## src/rtl/vga_timing_pkg.sv

```systemverilog
// vga_timing_pkg: vertical timing constants and counter widths shared by the
// horizontal and vertical VGA counters (640x480 @ 60 Hz defaults).
package vga_timing_pkg;

  // Vertical timing, in lines
  localparam int unsigned V_SYNC   = 2;
  localparam int unsigned V_BP     = 33;
  localparam int unsigned V_ACTIVE = 480;
  localparam int unsigned V_FP     = 10;
  localparam int unsigned V_TOTAL  = V_SYNC + V_BP + V_ACTIVE + V_FP;

  // Counter widths
  localparam int unsigned VCNT_W  = 10;  // holds 0..V_TOTAL-1
  localparam int unsigned FRAME_W = 16;  // completed-frame counter
  localparam int unsigned DIV_W   = 8;   // frame divider, TICK_DIV up to 255

endpackage

```

## src/rtl/frame_tick_div.sv

```systemverilog
// frame_tick_div: divides end-of-frame pulses by TICK_DIV and emits a
// registered one-cycle tick on the cycle after the EOF that completes a group.
// Ports:
//   clk        pixel clock
//   rst        synchronous active-high reset
//   eof        one-cycle end-of-frame pulse
//   frame_tick registered one-cycle pulse, once every TICK_DIV frames
module frame_tick_div #(
  parameter int unsigned TICK_DIV = 1
) (
  input  logic clk,
  input  logic rst,
  input  logic eof,
  output logic frame_tick
);

  import vga_timing_pkg::*;

  // Out-of-range TICK_DIV of 0 behaves like 1
  localparam logic [DIV_W-1:0] DIV_LAST = DIV_W'((TICK_DIV == 0) ? 0 : TICK_DIV - 1);

  logic [DIV_W-1:0] div_cnt;
  logic             div_wrap_c;

  // Divider is at its terminal value; the next EOF clears it
  always_comb begin
    div_wrap_c = (div_cnt == DIV_LAST);
  end

  // Divider advance and tick register
  always_ff @(posedge clk) begin
    if (rst) begin
      div_cnt    <= '0;
      frame_tick <= 1'b0;
    end else begin
      frame_tick <= eof & div_wrap_c;
      if (eof) begin
        div_cnt <= div_wrap_c ? '0 : div_cnt + DIV_W'(1);
      end
    end
  end

endmodule

```

## src/rtl/vs_counter.sv

```systemverilog
// vs_counter: vertical line counter for VGA timing. Advances one line per EOL
// pulse from the horizontal counter and decodes vertical sync, the visible
// window, the visible row index and end-of-frame; counts frames and produces
// a divided game-update tick.
// Ports:
//   clk        pixel clock, shared with the horizontal counter
//   rst        synchronous active-high reset
//   EOL        one-cycle end-of-line pulse
//   vSync      active-low vertical sync
//   vDisp      active-high visible-line window
//   EOF        one-cycle end-of-frame pulse (EOL on the last line)
//   vCount     current line, 0..V_TOTAL-1
//   yPos       visible row index, 0 outside the window
//   frameTick  one-cycle pulse every TICK_DIV frames, cycle after EOF
//   frameCount completed frames, wraps modulo 2^16
module vs_counter #(
  parameter int unsigned V_SYNC   = vga_timing_pkg::V_SYNC,
  parameter int unsigned V_BP     = vga_timing_pkg::V_BP,
  parameter int unsigned V_ACTIVE = vga_timing_pkg::V_ACTIVE,
  parameter int unsigned V_FP     = vga_timing_pkg::V_FP,
  parameter int unsigned TICK_DIV = 1
) (
  input  logic                                 clk,
  input  logic                                 rst,
  input  logic                                 EOL,
  output logic                                 vSync,
  output logic                                 vDisp,
  output logic                                 EOF,
  output logic [vga_timing_pkg::VCNT_W-1:0]    vCount,
  output logic [vga_timing_pkg::VCNT_W-1:0]    yPos,
  output logic                                 frameTick,
  output logic [vga_timing_pkg::FRAME_W-1:0]   frameCount
);

  localparam int unsigned CW         = vga_timing_pkg::VCNT_W;
  localparam int unsigned FW         = vga_timing_pkg::FRAME_W;
  localparam int unsigned V_TOTAL    = V_SYNC + V_BP + V_ACTIVE + V_FP;
  localparam int unsigned DISP_START = V_SYNC + V_BP;
  localparam int unsigned DISP_END   = DISP_START + V_ACTIVE;

  localparam logic [CW-1:0] LAST_LINE  = CW'(V_TOTAL - 1);
  localparam logic [CW-1:0] SYNC_END   = CW'(V_SYNC);
  localparam logic [CW-1:0] DISP_FIRST = CW'(DISP_START);
  localparam logic [CW-1:0] DISP_STOP  = CW'(DISP_END);

  logic last_line_c;
  logic in_disp_c;
  logic eof_c;

  // Line decodes; held inactive during reset so outputs match line 0
  // even on the first reset cycle, before vCount has been cleared
  always_comb begin
    last_line_c = (vCount == LAST_LINE);
    in_disp_c   = (vCount >= DISP_FIRST) && (vCount < DISP_STOP);
    eof_c       = ~rst & EOL & last_line_c;
    vSync       = ~rst & (vCount >= SYNC_END);
    vDisp       = ~rst & in_disp_c;
    yPos        = '0;
    if (~rst && in_disp_c) begin
      yPos = vCount - DISP_FIRST;
    end
    EOF         = eof_c;
  end

  // Line counter and completed-frame counter
  always_ff @(posedge clk) begin
    if (rst) begin
      vCount     <= '0;
      frameCount <= '0;
    end else begin
      if (EOL) begin
        vCount <= last_line_c ? '0 : vCount + CW'(1);
      end
      if (eof_c) begin
        frameCount <= frameCount + FW'(1);
      end
    end
  end

  // Game-update tick, divided down from EOF
  frame_tick_div #(
    .TICK_DIV (TICK_DIV)
  ) u_frame_tick_div (
    .clk        (clk),
    .rst        (rst),
    .eof        (eof_c),
    .frame_tick (frameTick)
  );

endmodule

```

## config.mk

```make
export PLATFORM = sky130hd
export DESIGN_NAME = vs_counter
export DESIGN_NICKNAME = d
export VERILOG_FILES = /design/src/rtl/vga_timing_pkg.sv /design/src/rtl/frame_tick_div.sv /design/src/rtl/vs_counter.sv
export SDC_FILE = /design/constraint.sdc
export NUM_CORES = 1
export LEC_CHECK = 0
export ABC_AREA = 1
export CAP_MARGIN = 30
export CORE_ASPECT_RATIO = 2
export CORE_MARGIN = 2
export CORE_UTILIZATION = 38
export CTS_BUF_LIST = sky130_fd_sc_hd__clkbuf_16
export DETAILED_ROUTE_END_ITERATION = 10
export PLACE_DENSITY = 0.7
export SYNTH_ARGS = -nofsm -noshare
export SYNTH_HDL_FRONTEND = slang
export SYNTH_SLANG_ARGS = --single-unit
```

## constraint.sdc

```tcl
create_clock -name clk -period 3.3 [get_ports clk]
set_input_delay 0.33 -clock clk [delete_from_list [all_inputs] [get_ports clk]]
set_output_delay 0.33 -clock clk [all_outputs]
set_load 0.02 [all_outputs]
```

# Word-level counts from Yosys, hierarchy flattened
# Cells that the tools add are included.
[word_totals]
input_bits = 3
reg_bits = 35
[classes]
n_reduce_logical = 3
mux = 3
magnitude_cmp = 3
add_sub_neg = 4
n_eq_ne = 1
bitwise_logic = 6
[ops]
columns = ["op", "n"]
rows = [
  ["$mux 10", 2],
  ["$add 16x1->16 const B", 1],
  ["$add 10x1->10 const B", 1],
  ["$eq 10x10->1 const B", 1],
  ["$ge 10x2->1 const B", 1],
  ["$ge 10x6->1 const B", 1],
  ["$lt 10x10->1 const B", 1],
  ["$sub 10x6->10 const B", 1],
  ["$add 8x1->8 const B", 1],
  ["$logic_not 8->1", 1],
  ["$mux 8", 1],
  ["$and 1x1->1", 5],
  ["$logic_and 1x1->1", 2],
  ["$not 1->1", 1],
]

# Longest topological paths before layout
# Gate-level depths: netlist (run 1).
[logic_depth]
word_depth = 4
mapped_depth = 9
ltp_nobuf = 9

# Cells and area by module
# From an unflattened synthesis (run 1), not the netlist that was laid out.
[unflattened]
hier_cells = 330
hier_area_um2 = 2108.3
[by_module_without_submodules]
columns = ["module", "area_per_inst_um2", "instances", "cells_per_inst", "seq_area_each_um2"]
rows = [
  ["vs_counter", 1646.6, 1, 263, 520.5],
  ["frame_tick_div", 461.7, 1, 67, 180.2],
]

# Worst setup path before layout (run 1)
# Ideal clock, no wire load.
[synth_path]
kind = "register to output"
from = "reg vCount[1] (netlist bit)"
to = "out yPos[7] (netlist bit)"
t_arrival_ns = 1.610
n_path_buf = 1
stages_incl_launch_ff = 9
required_time_ns = 2.970
path_slack_ns = 1.360
cell_sequence = "dfxtp_1 > ha_1 > inv_1 > nand2_1 > o21ai_1 > nand2_1 > nand3_1 > buf_4 > nor2_1"
[synth_between]
elab_chain_cells = 4
[synth_lines]
columns = ["item", "line", "source"]
rows = [
  ["from (decl)", "vs_counter.sv:29", "output logic [vga_timing_pkg::VCNT_W-1:0] vCount,"],
  ["from (signal assigned)", "vs_counter.sv:72", "vCount <= last_line_c ? '0 : vCount + CW'(1);"],
  ["$ge 10x6->1 or $lt 10x10->1 (tied branches)", "vs_counter.sv:54", "in_disp_c = (vCount >= DISP_FIRST) && (vCount < DISP_STOP);"],
  ["$logic_and 1x1->1", "vs_counter.sv:54", ""],
  ["$logic_and 1x1->1", "vs_counter.sv:59", "if (~rst && in_disp_c) begin"],
  ["$mux 10 *", "vs_counter.sv:59", ""],
  ["to (decl)", "vs_counter.sv:30", "output logic [vga_timing_pkg::VCNT_W-1:0] yPos,"],
]
# Every way passes the cells marked *; elsewhere a longest branch is shown, timed or not.

# Worst setup path in the final report (run 1)
[layout_path]
from = "reg vCount[1] (netlist bit)"
to = "out yPos[3] (netlist bit)"
# The elaborated chain is that of the path after synthesis.

==> results of run 1 <==
worst max-delay path: cells and delay by family, from the launching register on:
kind / cells / cell delay, ns
DFF: 1 / 0.42
and+or+nand+nor: 3 / 0.52
AOI/OAI and AO/OA: 2 / 0.35
buffers and inverters: 2 / 0.70
adders and majority gates: 1 / 0.23
layout make-up:
type	count	share of cell area
Clock buffer	5	0.0456
Clock inverter	3	0.00410
Inverter	45	0.0615
Multi-Input combinational cell	256	0.448
Sequential cell	35	0.255
Tap cell	60	0.0273
Timing Repair Buffer	44	0.159
placed cells by master, fill, tap and decap left out, drive strengths merged:
cell	count
nand2	102
nor2	63
inv	45
clkdlybuf4s50	42
dfxtp	35
a21oi	20
nand3	18
o21ai	16
xor2	8
nand4	8
nor3	7
ha	6
clkbuf	5
clkinv	3
xnor2	3
buf	2
o31ai	1
or2	1
a31oi	1
nor3b	1
a211oi	1
stage by stage:
stage,util,hold WS (ns)
after floorplan,-,0.399
final,0.506,0.485
after CTS,0.506,0.487
after detailed placement,0.481,0.478
after global placement,0.481,0.472
after global routing,0.506,0.523
kinds of logic (layout without fill, tap and decap cells):
logic type      after synthesis  count (layout)  synth area share
simple gates                200             200             0.399
buf+inv                      52              97             0.100
compound gates               39              39            0.0939
flops                        35              35             0.327
xor+xnor                     11              11            0.0449
fa+ha+maj                     6               6            0.0350
layer usage:
metal  global-route usage  up-vias
met5                    0        -
met2                0.376       42
met4               0.0648        0
met1                0.190     1002
li1                     -     1165
met3               0.0303       10
report_power, final:
part           internal (mW)  switching [mW]
combinational         0.0208          0.0348
clock                  0.271           0.166
sequential             0.426         0.00572
state kept, by name, indices dropped and copies added, names as in the netlist:
register and count:
frameCount 16, vCount 10, u_frame_tick_div.div_cnt 8, u_frame_tick_div.frame_tick 1
how the worst max path moves through the flow:
stage / from / endpoint / slack, ns / cells after the start
floorplan: vCount[1] / yPos[7] / 1.36 / 8
global placement: rst / yPos[3] / 0.74 / 5
detailed placement: rst / yPos[3] / 0.69 / 5
CTS: vCount[1] / yPos[3] / 0.45 / 8
global route: vCount[1] / yPos[7] / 0.25 / 8
finish: vCount[1] / yPos[3] / 0.48 / 8
==> summary.txt, run 1 <==
Cells and area
  – Storage element area: 701 sq um
  – Ratio of cells with drive above 1 in the final layout: 0.0593
  – Number of diodes: 0
  – FILL cells: 583
  – Area growth from synthesis to layout: 28.0%
  – Area of the multi-input gates: 0.00123 sq mm
  – Nets: 396
  – Final Non-Filler Cells: 448
  – Final Instance Area: 0.00275 sq mm

Logic synthesis
  – Number of synthesized flops with an enable pin: 0
  – Mapped Nets: 352
  – Cell taking the most area after synthesis: dfxtp_1
  – Async SR Flop Fraction: 0
  – Top-count cell post-synth: nand2_1
  – Cells after Synth: 343
  – Synth Flop Type: dfxtp_1
  – Register area share after synthesis: 0.327
  – Synth unique cells: 29
  – Synth top cells by count: 100 x nand2_1, 57 x nor2_1, 40 x inv_1
  – Area contributors post-synth: dfxtp_1 33%, nand2_1 18%, nor2_1 10%, inv_1 7.0%, a21oi_1 4.7%
  – Synth Register Bits: 35
  – Post-Syn Area: 0.00214 sq mm
  – Synth warn: 0
  – Yosys top cell area share: 0.327
  – Syn Area/Cell: 6.25 sq um

Clock network
  – Total CTS buffers: 5
  – Root Driver: clkbuf_16
  – Clock transition at path regs: 0.05 ns
  – Worst-skew pair later-pin latency: 0.27 ns
  – Num Clock Sinks: 35
  – Post-CTS setup buffer count: 0
  – Post-CTS resize count: 0
  – CTS tree: done
  – H-tree Lvls: 2
  – Hold_buf cts: 0
  – CTS max path bufs: 2

Global routing
  – Largest net degree at the start of global routing: 16
  – Vias in the first global route: 2092
  – Initial antenna violation count: 0
  – First-pass GRT wire length: 9380 um
  – Grt total ovfl: 0
  – Tot GR Track Use: 0.188

Setup path
  – Crit-path max FO: 11
  – Flop-to-flop setup slack: 1.52 ns
  – Crit-path cells: ha_1 -> inv_1 -> nand2_1 -> o21ai_1 -> nand2_1 -> nand3_1 -> a21oi_1 -> clkdlybuf4s50_1
  – Max stage delay on crit path: 0.63 ns
  – Critical path endpoint category: output pin
  – Critical Path AT: 2.49 ns
  – Startpoint types: flip-flop
  – Slowest cell on crit path: clkdlybuf4s50_1
  – Worst endpoint required time: 2.97 ns
  – FF-to-FF path depth: 8
  – WS Path Type: reg -> out
  – Worst r2r src: vCount[0]
  – R2R Path End: u_frame_tick_div.div_cnt[5]
  – Most frequent CP cell: nand2_1

Min path
  – Sink of the worst hold path: u_frame_tick_div.div_cnt[4]
  – Hold crit path type: reg -> reg
  – WHS Path Cells: 2
  – Hold Startpoint: u_frame_tick_div.div_cnt[4]

Floorplan
  – Die Ht: 110 um
  – Initial Utilization: 0.396
  – Row count: 38
  – # IOs: 43
  – Die X: 57.1 um
  – Die ar.: 0.00630 sq mm
  – CORE AREA: 0.00542 sq mm

Timing
  – Fin worst setup slack: 0.482 ns
  – Unrepaired setup endpoints after global routing: false
  – Fmax achieved: 355 MHz
  – Final period util: 0.854
  – Fin Setup TNS: 0 ns
  – Worst slew margin: 0.698
  – Min Tclk post-route: 2.82 ns
  – Final-report setup violation count: 0
  – Clock Skews: 0.00241 ns
  – Fin. max-slew vios: 0
  – Fin. Hold Viols: 0
  – Worst-margin pin slew: 0.451 ns

Route
  – DR vias: 2219
  – Routed WL: 5520 um
  – Post-route DRC violation count: 0
  – WL per Instance: 12.3 um
  – Top Layer Used: met4
  – Initial DRC Count: 47
  – DRT Pass-1 Iters: 4
  – Routed wl met2: 3210 um
  – Via density: 4.95
  – Length of routed met3 wiring: 191 um
  – Final ANT Viol Nets: 0
  – M1 wire length: 2020 um

Place
  – Place WS: 0.688 ns
  – Placed instance count: 440
  – Placer congestion estimate: 0.834
  – Placed Area: 0.00261 sq mm
  – Number of port buffers: 42
  – Post-DP HPWL: 4350 um

Power and ir drop
  – Worst VDD drop: 0.309 mV
  – Leakage: 1.16 nW
  – PwrDens: 337 mW/mm^2
  – Design Power: 0.925 mW

Job
  – Max-Cap Viols: 0

Run status
  – Outcome: finished clean
Note: power is estimated with default switching activity, not from simulation.
==> run 2: changes to the inputs <==
--- a/config.mk
+++ b/config.mk
@@ -13,6 +13,7 @@
 export CTS_BUF_LIST = sky130_fd_sc_hd__clkbuf_16
 export DETAILED_ROUTE_END_ITERATION = 10
 export PLACE_DENSITY = 0.7
+export RECOVER_POWER = 50
 export SYNTH_ARGS = -nofsm -noshare
 export SYNTH_HDL_FRONTEND = slang
 export SYNTH_SLANG_ARGS = --single-unit
==> summary.txt, run 2 (synthesized netlist as in run 1, its figures left out) <==
Run status
  – Outcome: finished clean

Power and ir drop
  – Leakage: 1.22 nW (+5.5%)
  – PwrDens: 339 mW/mm^2 (+0.77%)
  – Worst VDD drop: 0.309 mV (about the same)

Global routing
  – Vias in the first global route: 2092 (unchanged)
  – Tot GR Track Use: 0.188 (unchanged)
  – Largest net degree at the start of global routing: 16 (unchanged)
  – Grt total ovfl: 0 (unchanged)
  – First-pass GRT wire length: 9380 um (unchanged)
  – Initial antenna violation count: 0 (unchanged)

Setup path
  – Crit-path max FO: 11 (unchanged)
  – Worst endpoint required time: 2.97 ns (about the same)
  – Crit-path cells: ha_1 -> inv_1 -> nand2_1 -> o21ai_1 -> nand2_1 -> nand3_1 -> a21oi_1 -> clkdlybuf4s50_1
  – Critical path endpoint category: output pin
  – CP delay by family, top: buffers and inverters
  – Max stage delay on crit path: 0.63 ns (about the same)
  – R2R Path End: u_frame_tick_div.div_cnt[1]
  – Worst r2r src: vCount[0]
  – Critical Path AT: 2.47 ns (-0.02 ns)
  – FF-to-FF path depth: 8 (unchanged)
  – Flop-to-flop setup slack: 1.15 ns (-0.37 ns)
  – WP buf/inv: 2 (unchanged)
  – Most frequent CP cell: nand2_1
  – Startpoint types: flip-flop
  – Slowest cell on crit path: clkdlybuf4s50_1
  – WS Path Type: reg -> out

Floorplan
  – Die Ht: 110 um (unchanged)
  – # IOs: 43 (unchanged)
  – CORE AREA: 0.00542 sq mm (unchanged)
  – Initial Utilization: 0.396 (unchanged)
  – Row count: 38 (unchanged)
  – Die X: 57.1 um (unchanged)
  – Die ar.: 0.00630 sq mm (unchanged)

Cells and area
  – Most flops, register: frameCount
  – Ratio of cells with drive above 1 in the final layout: 0.0412 (-0.0180)
  – Number of diodes: 0 (unchanged)
  – Area of the multi-input gates: 0.00121 sq mm (-1.7%)
  – Storage element area: 701 sq um (unchanged)
  – Nets: 396 (unchanged)
  – Commonest cells after routing, fill and taps aside: 102 x nand2_1, 59 x nor2_1, 42 x inv_1
  – Post-Route Utilization: 0.502 (-0.00462)
  – Area growth from synthesis to layout: 26.8%
  – Commonest non-fill, non-tap cell in the layout: nand2_1
  – FILL cells: 588 (+0.86%)
  – Largest regs: frameCount x16, vCount x10, u_frame_tick_div.div_cnt x8
  – Final Instance Area: 0.00272 sq mm (-0.91%)
  – Max reg flops: 16 (unchanged)

Clock network
  – Root Driver: clkbuf_16
  – Worst-skew pair later-pin latency: 0.27 ns (about the same)
  – CTS max path bufs: 2 (unchanged)
  – Clock transition at path regs: 0.05 ns (about the same)
  – H-tree Lvls: 2 (unchanged)
  – Post-CTS setup buffer count: 0 (unchanged)
  – Num Clock Sinks: 35 (unchanged)
  – Hold_buf cts: 0 (unchanged)
  – CTS tree: done
  – Post-CTS resize count: 0 (unchanged)
  – Total CTS buffers: 5 (unchanged)

Min path
  – Hold crit path type: reg -> reg
  – Hold Startpoint: u_frame_tick_div.div_cnt[4]
  – WHS Path Cells: 2 (unchanged)
  – Sink of the worst hold path: u_frame_tick_div.div_cnt[4]

Timing
  – Fin Setup TNS: 0 ns (unchanged)
  – Worst-margin pin slew: 0.595 ns (+0.144 ns)
  – Unrepaired setup endpoints after global routing: false
  – Clock Skews: 0.00238 ns (-0.0000299 ns)
  – Final-report setup violation count: 0 (unchanged)
  – Fin. Hold Viols: 0 (unchanged)
  – Worst hold slack: 0.482 ns (-0.00258 ns)
  – Fin. max-slew vios: 0 (unchanged)
  – Final period util: 0.850 (-0.00435)
  – Min Tclk post-route: 2.80 ns (-0.0144 ns)
  – Fmax achieved: 357 MHz (+0.51%)
  – Worst slew margin: 0.603 (-0.0949)

Route
  – Initial DRC Count: 47 (unchanged)
  – WL per Instance: 12.3 um (about the same)
  – Routed WL: 5510 um (about the same)
  – Final ANT Viol Nets: 0 (unchanged)
  – DRT Pass-1 Iters: 4 (unchanged)
  – Via density: 4.94 (-0.32%)
  – DR vias: 2212 (-0.32%)
  – Post-route DRC violation count: 0 (unchanged)

Place
  – Post-DP HPWL: 4350 um (unchanged)
  – Number of port buffers: 42 (unchanged)
  – Placer congestion estimate: 0.834 (unchanged)
  – Placed Area: 0.00261 sq mm (unchanged)

Job
  – Max-Cap Viols: 0 (unchanged)
[run 2: changes by cell type in the layout (fill, tap and decap cells not counted), moves of 2 or more]
cell	delta
nand2_1	+2
dlygate4sd3_1	+24
nor2_1	+2
clkdlybuf4s50_1	-24
nand2_2	-2
nor2_2	-2
[run 2: worst max path at each step]
| stage | startpoint | end | slack [ns] | depth (start not counted) |
|---|---|---|---|---|
| after global routing | vCount[1] | yPos[7] | 0.25 | 8 |
| final | vCount[1] | yPos[3] | 0.50 | 8 |
| after CTS | vCount[1] | yPos[3] | 0.45 | 8 |
| after detailed placement | rst | yPos[3] | 0.69 | 5 |
| after global placement | rst | yPos[3] | 0.74 | 5 |
| after floorplan | vCount[1] | yPos[7] | 1.36 | 8 |
[run 2: routing by layer]
metal,track usage,up-vias,part of all wire
met3,0.0303,10,0.033
met2,0.376,40,0.58
li1,-,1160,-
met1,0.190,1002,0.37
met4,0.0648,0,0.017
met5,0,-,0
[run 2: area by class of cell]
class                           count  share of cell area
Tap cell                           60              0.0276
Timing Repair Buffer               44               0.159
Multi-Input combinational cell    256               0.444
Clock buffer                        5              0.0460
Clock inverter                      3             0.00414
Inverter                           45              0.0621
Sequential cell                    35               0.258
[run 2: worst min-delay path: cells and delay by family (launching register included)]
family | cells | cell delay [ns]
and+or+nand+nor | 1 | 0.06
AOI/OAI and AO/OA | 1 | 0.05
DFF | 1 | 0.32
[run 2: power by group]
group	internal [mW]	total, mW	switching, mW
Sequential	0.426	0.431	0.00560
Clock	0.271	0.439	0.167
Combinational	0.0197	0.0532	0.0335
Total	0.717	0.923	0.206
[run 2: metrics by stage]
stage	power [mW]	worst slack, ns	cells
6_report	0.923	0.496	448
5_1_grt	0.954	0.252	448
4_1_cts	0.934	0.454	448
3_5_place_dp	0.496	0.688	440
3_3_place_gp	0.496	0.745	440
2_1_floorplan	0.475	1.36	343
==> run 3: changes to the inputs <==
==> constraint.sdc (replaced) <==
create_clock -name clk -period 2.9 [get_ports clk]
set_input_delay 0.29 -clock clk [delete_from_list [all_inputs] [get_ports clk]]
set_output_delay 0.29 -clock clk [all_outputs]
set_load 0.02 [all_outputs]
==> summary.txt, run 3 (synthesized netlist as in run 1, its figures left out) <==
Timing
  – Unrepaired setup endpoints after global routing: false
  – Worst slew margin: 0.579 (-0.0242)
  – Fmax achieved: 377 MHz
  – Fin worst setup slack: 0.248 ns (-0.248 ns)
  – Min Tclk post-route: 2.65 ns
  – Fin. max-slew vios: 0 (unchanged)
  – Final-report setup violation count: 0 (unchanged)
  – Fin. Hold Viols: 0 (unchanged)
  – Worst hold slack: 0.483 ns (+0.000713 ns)
  – Worst-margin pin slew: 0.631 ns (+0.0363 ns)
  – Fin Setup TNS: 0 ns (unchanged)
  – Clock Skews: 0.00613 ns (+0.00375 ns)
  – Final period util: 0.914

Clock network
  – Hold_buf cts: 0 (unchanged)
  – Clock transition at path regs: 0.06 ns (about the same)
  – Post-CTS setup buffer count: 0 (unchanged)
  – Total CTS buffers: 5 (unchanged)
  – CTS tree: done
  – Worst-skew pair later-pin latency: 0.29 ns (+0.02 ns)
  – CTS max path bufs: 2 (unchanged)
  – Num Clock Sinks: 35 (unchanged)
  – H-tree Lvls: 2 (unchanged)
  – Root Driver: clkbuf_16

Power and ir drop
  – Leakage: 1.24 nW (+1.8%)
  – PwrDens: 421 mW/mm^2 (+24%)
  – Worst VDD drop: 0.414 mV (+34%)

Min path
  – Hold crit path type: reg -> reg

Cells and area
  – Max reg flops: 16 (unchanged)
  – Ratio of cells with drive above 1 in the final layout: 0.0540 (+0.0127)
  – Area of the multi-input gates: 0.00122 sq mm (+0.83%)
  – Commonest non-fill, non-tap cell in the layout: nand2_1
  – Commonest cells after routing, fill and taps aside: 100 x nand2_1, 59 x nor2_1, 42 x inv_1
  – Most flops, register: frameCount
  – Number of diodes: 0 (unchanged)
  – Nets: 397 (+0.25%)
  – FILL cells: 586 (-0.34%)
  – Storage element area: 701 sq um (unchanged)
  – Area growth from synthesis to layout: 28.9%
  – Largest regs: frameCount x16, vCount x10, u_frame_tick_div.div_cnt x8

Setup path
  – Crit-path cells: ha_1 -> inv_1 -> nand2_1 -> o21ai_1 -> nand2_1 -> nand3_2 -> a21oi_1 -> clkdlybuf4s50_1
  – Worst endpoint required time: 2.61 ns (-0.36 ns)
  – WP buf/inv: 2 (unchanged)
  – Most frequent CP cell: nand2_1
  – Startpoint types: flip-flop
  – Crit-path max FO: 11 (unchanged)
  – Slowest cell on crit path: clkdlybuf4s50_1
  – WS Path Type: reg -> out
  – Critical Path AT: 2.36 ns (-0.11 ns)
  – Max stage delay on crit path: 0.62 ns (about the same)
  – CP delay by family, top: buffers and inverters
  – Critical path endpoint category: output pin

Route
  – Initial DRC Count: 54 (+15%)
  – DR vias: 2240 (+1.3%)
  – Final ANT Viol Nets: 0 (unchanged)
  – Post-route DRC violation count: 0 (unchanged)
  – DRT Pass-1 Iters: 4 (unchanged)
  – M1 wire length: 2150 um (+5.4%)
  – Routed WL: 5700 um (+3.3%)
  – Routed wl met2: 3140 um (-1.8%)
  – Length of routed met3 wiring: 179 um (-1.1%)
  – Top Layer Used: met4
  – Via density: 4.99 (+1.0%)
  – WL per Instance: 12.7 um (+3.1%)

Place
  – Place WS: 0.407 ns (-0.281 ns)
  – Number of port buffers: 42 (unchanged)
  – Placer congestion estimate: 0.865 (+3.8%)
  – Post-DP HPWL: 4390 um (+0.91%)

Floorplan
  – Row count: 38 (unchanged)
  – Die X: 57.1 um (unchanged)
  – Initial Utilization: 0.396 (unchanged)
  – CORE AREA: 0.00542 sq mm (unchanged)
  – Die ar.: 0.00630 sq mm (unchanged)
  – Die Ht: 110 um (unchanged)
  – # IOs: 43 (unchanged)

Global routing
  – First-pass GRT wire length: 9640 um (+2.7%)
  – Vias in the first global route: 2160 (+3.3%)
  – Grt total ovfl: 0 (unchanged)
  – Largest net degree at the start of global routing: 16 (unchanged)
  – Initial antenna violation count: 0 (unchanged)
  – Tot GR Track Use: 0.196 (+0.00787)

Run status
  – Outcome: finished clean

Job
  – Max-Cap Viols: 0 (unchanged)
run 3: cell count changes in the layout (fill, tap and decap cells not counted):
cell and change:
bufinv_16 +1, nand3_1 -1, nand2_2 +2, nand2_1 -2, clkdlybuf4s50_1 -1, inv_2 -1, clkinv_1 -1, clkinv_2 +1
nand3_2 +1, dlygate4sd3_1 +1, buf_4 +1
run 3: final cells by class:
cell class | count | share of cell area
clock buffer | 5 | 0.0452
clock inverter | 3 | 0.0140
inverter | 45 | 0.0611
multi-input combinational | 256 | 0.440
sequential | 35 | 0.253
tap | 60 | 0.0271
timing repair buffer | 45 | 0.159
run 3: final timing paths:
kind	start	endpoint	slack, ns	cells after the start
max	vCount[1]	yPos[3]	0.25	8
min	u_frame_tick_div.div_cnt[4]	u_frame_tick_div.div_cnt[4]	0.48	2
max reg2reg	vCount[0]	u_frame_tick_div.div_cnt[1]	0.63	8
min reg2reg	u_frame_tick_div.div_cnt[4]	u_frame_tick_div.div_cnt[4]	0.48	2
run 3: worst min-delay path, stage by stage, from the launching register on:
cell and delay, ns:
dfxtp_1 0.32, nand2_1 0.06, a21oi_1 0.06
run 3: per-layer routing:
metal,up-vias,GRT usage
met3,17,0.0408
met5,-,0
met1,1007,0.192
met4,0,0.105
met2,54,0.374
li1,1162,-
run 3: what timing repair did:
| item | in CTS | in global routing |
|---|---|---|
| setup endpoints to repair | 0 | 11 |
| gates resized for setup | 0 | 1 |
| hold endpoints to repair | 0 | 0 |
run 3: power by group:
part           switching, mW  internal [mW]
combinational         0.0393         0.0233
clock                  0.211          0.401
sequential           0.00662          0.484
total                  0.257          0.909
run 3: metrics by stage:
step	std cells	utilization	cell area (sq um)	power, mW
finish	449	0.510	2770	1.17
global route	449	0.510	2770	1.20
CTS	449	0.513	2780	1.17
detailed placement	441	0.483	2620	0.566
global placement	441	0.483	2620	0.566
floorplan	343	-	2140	0.540
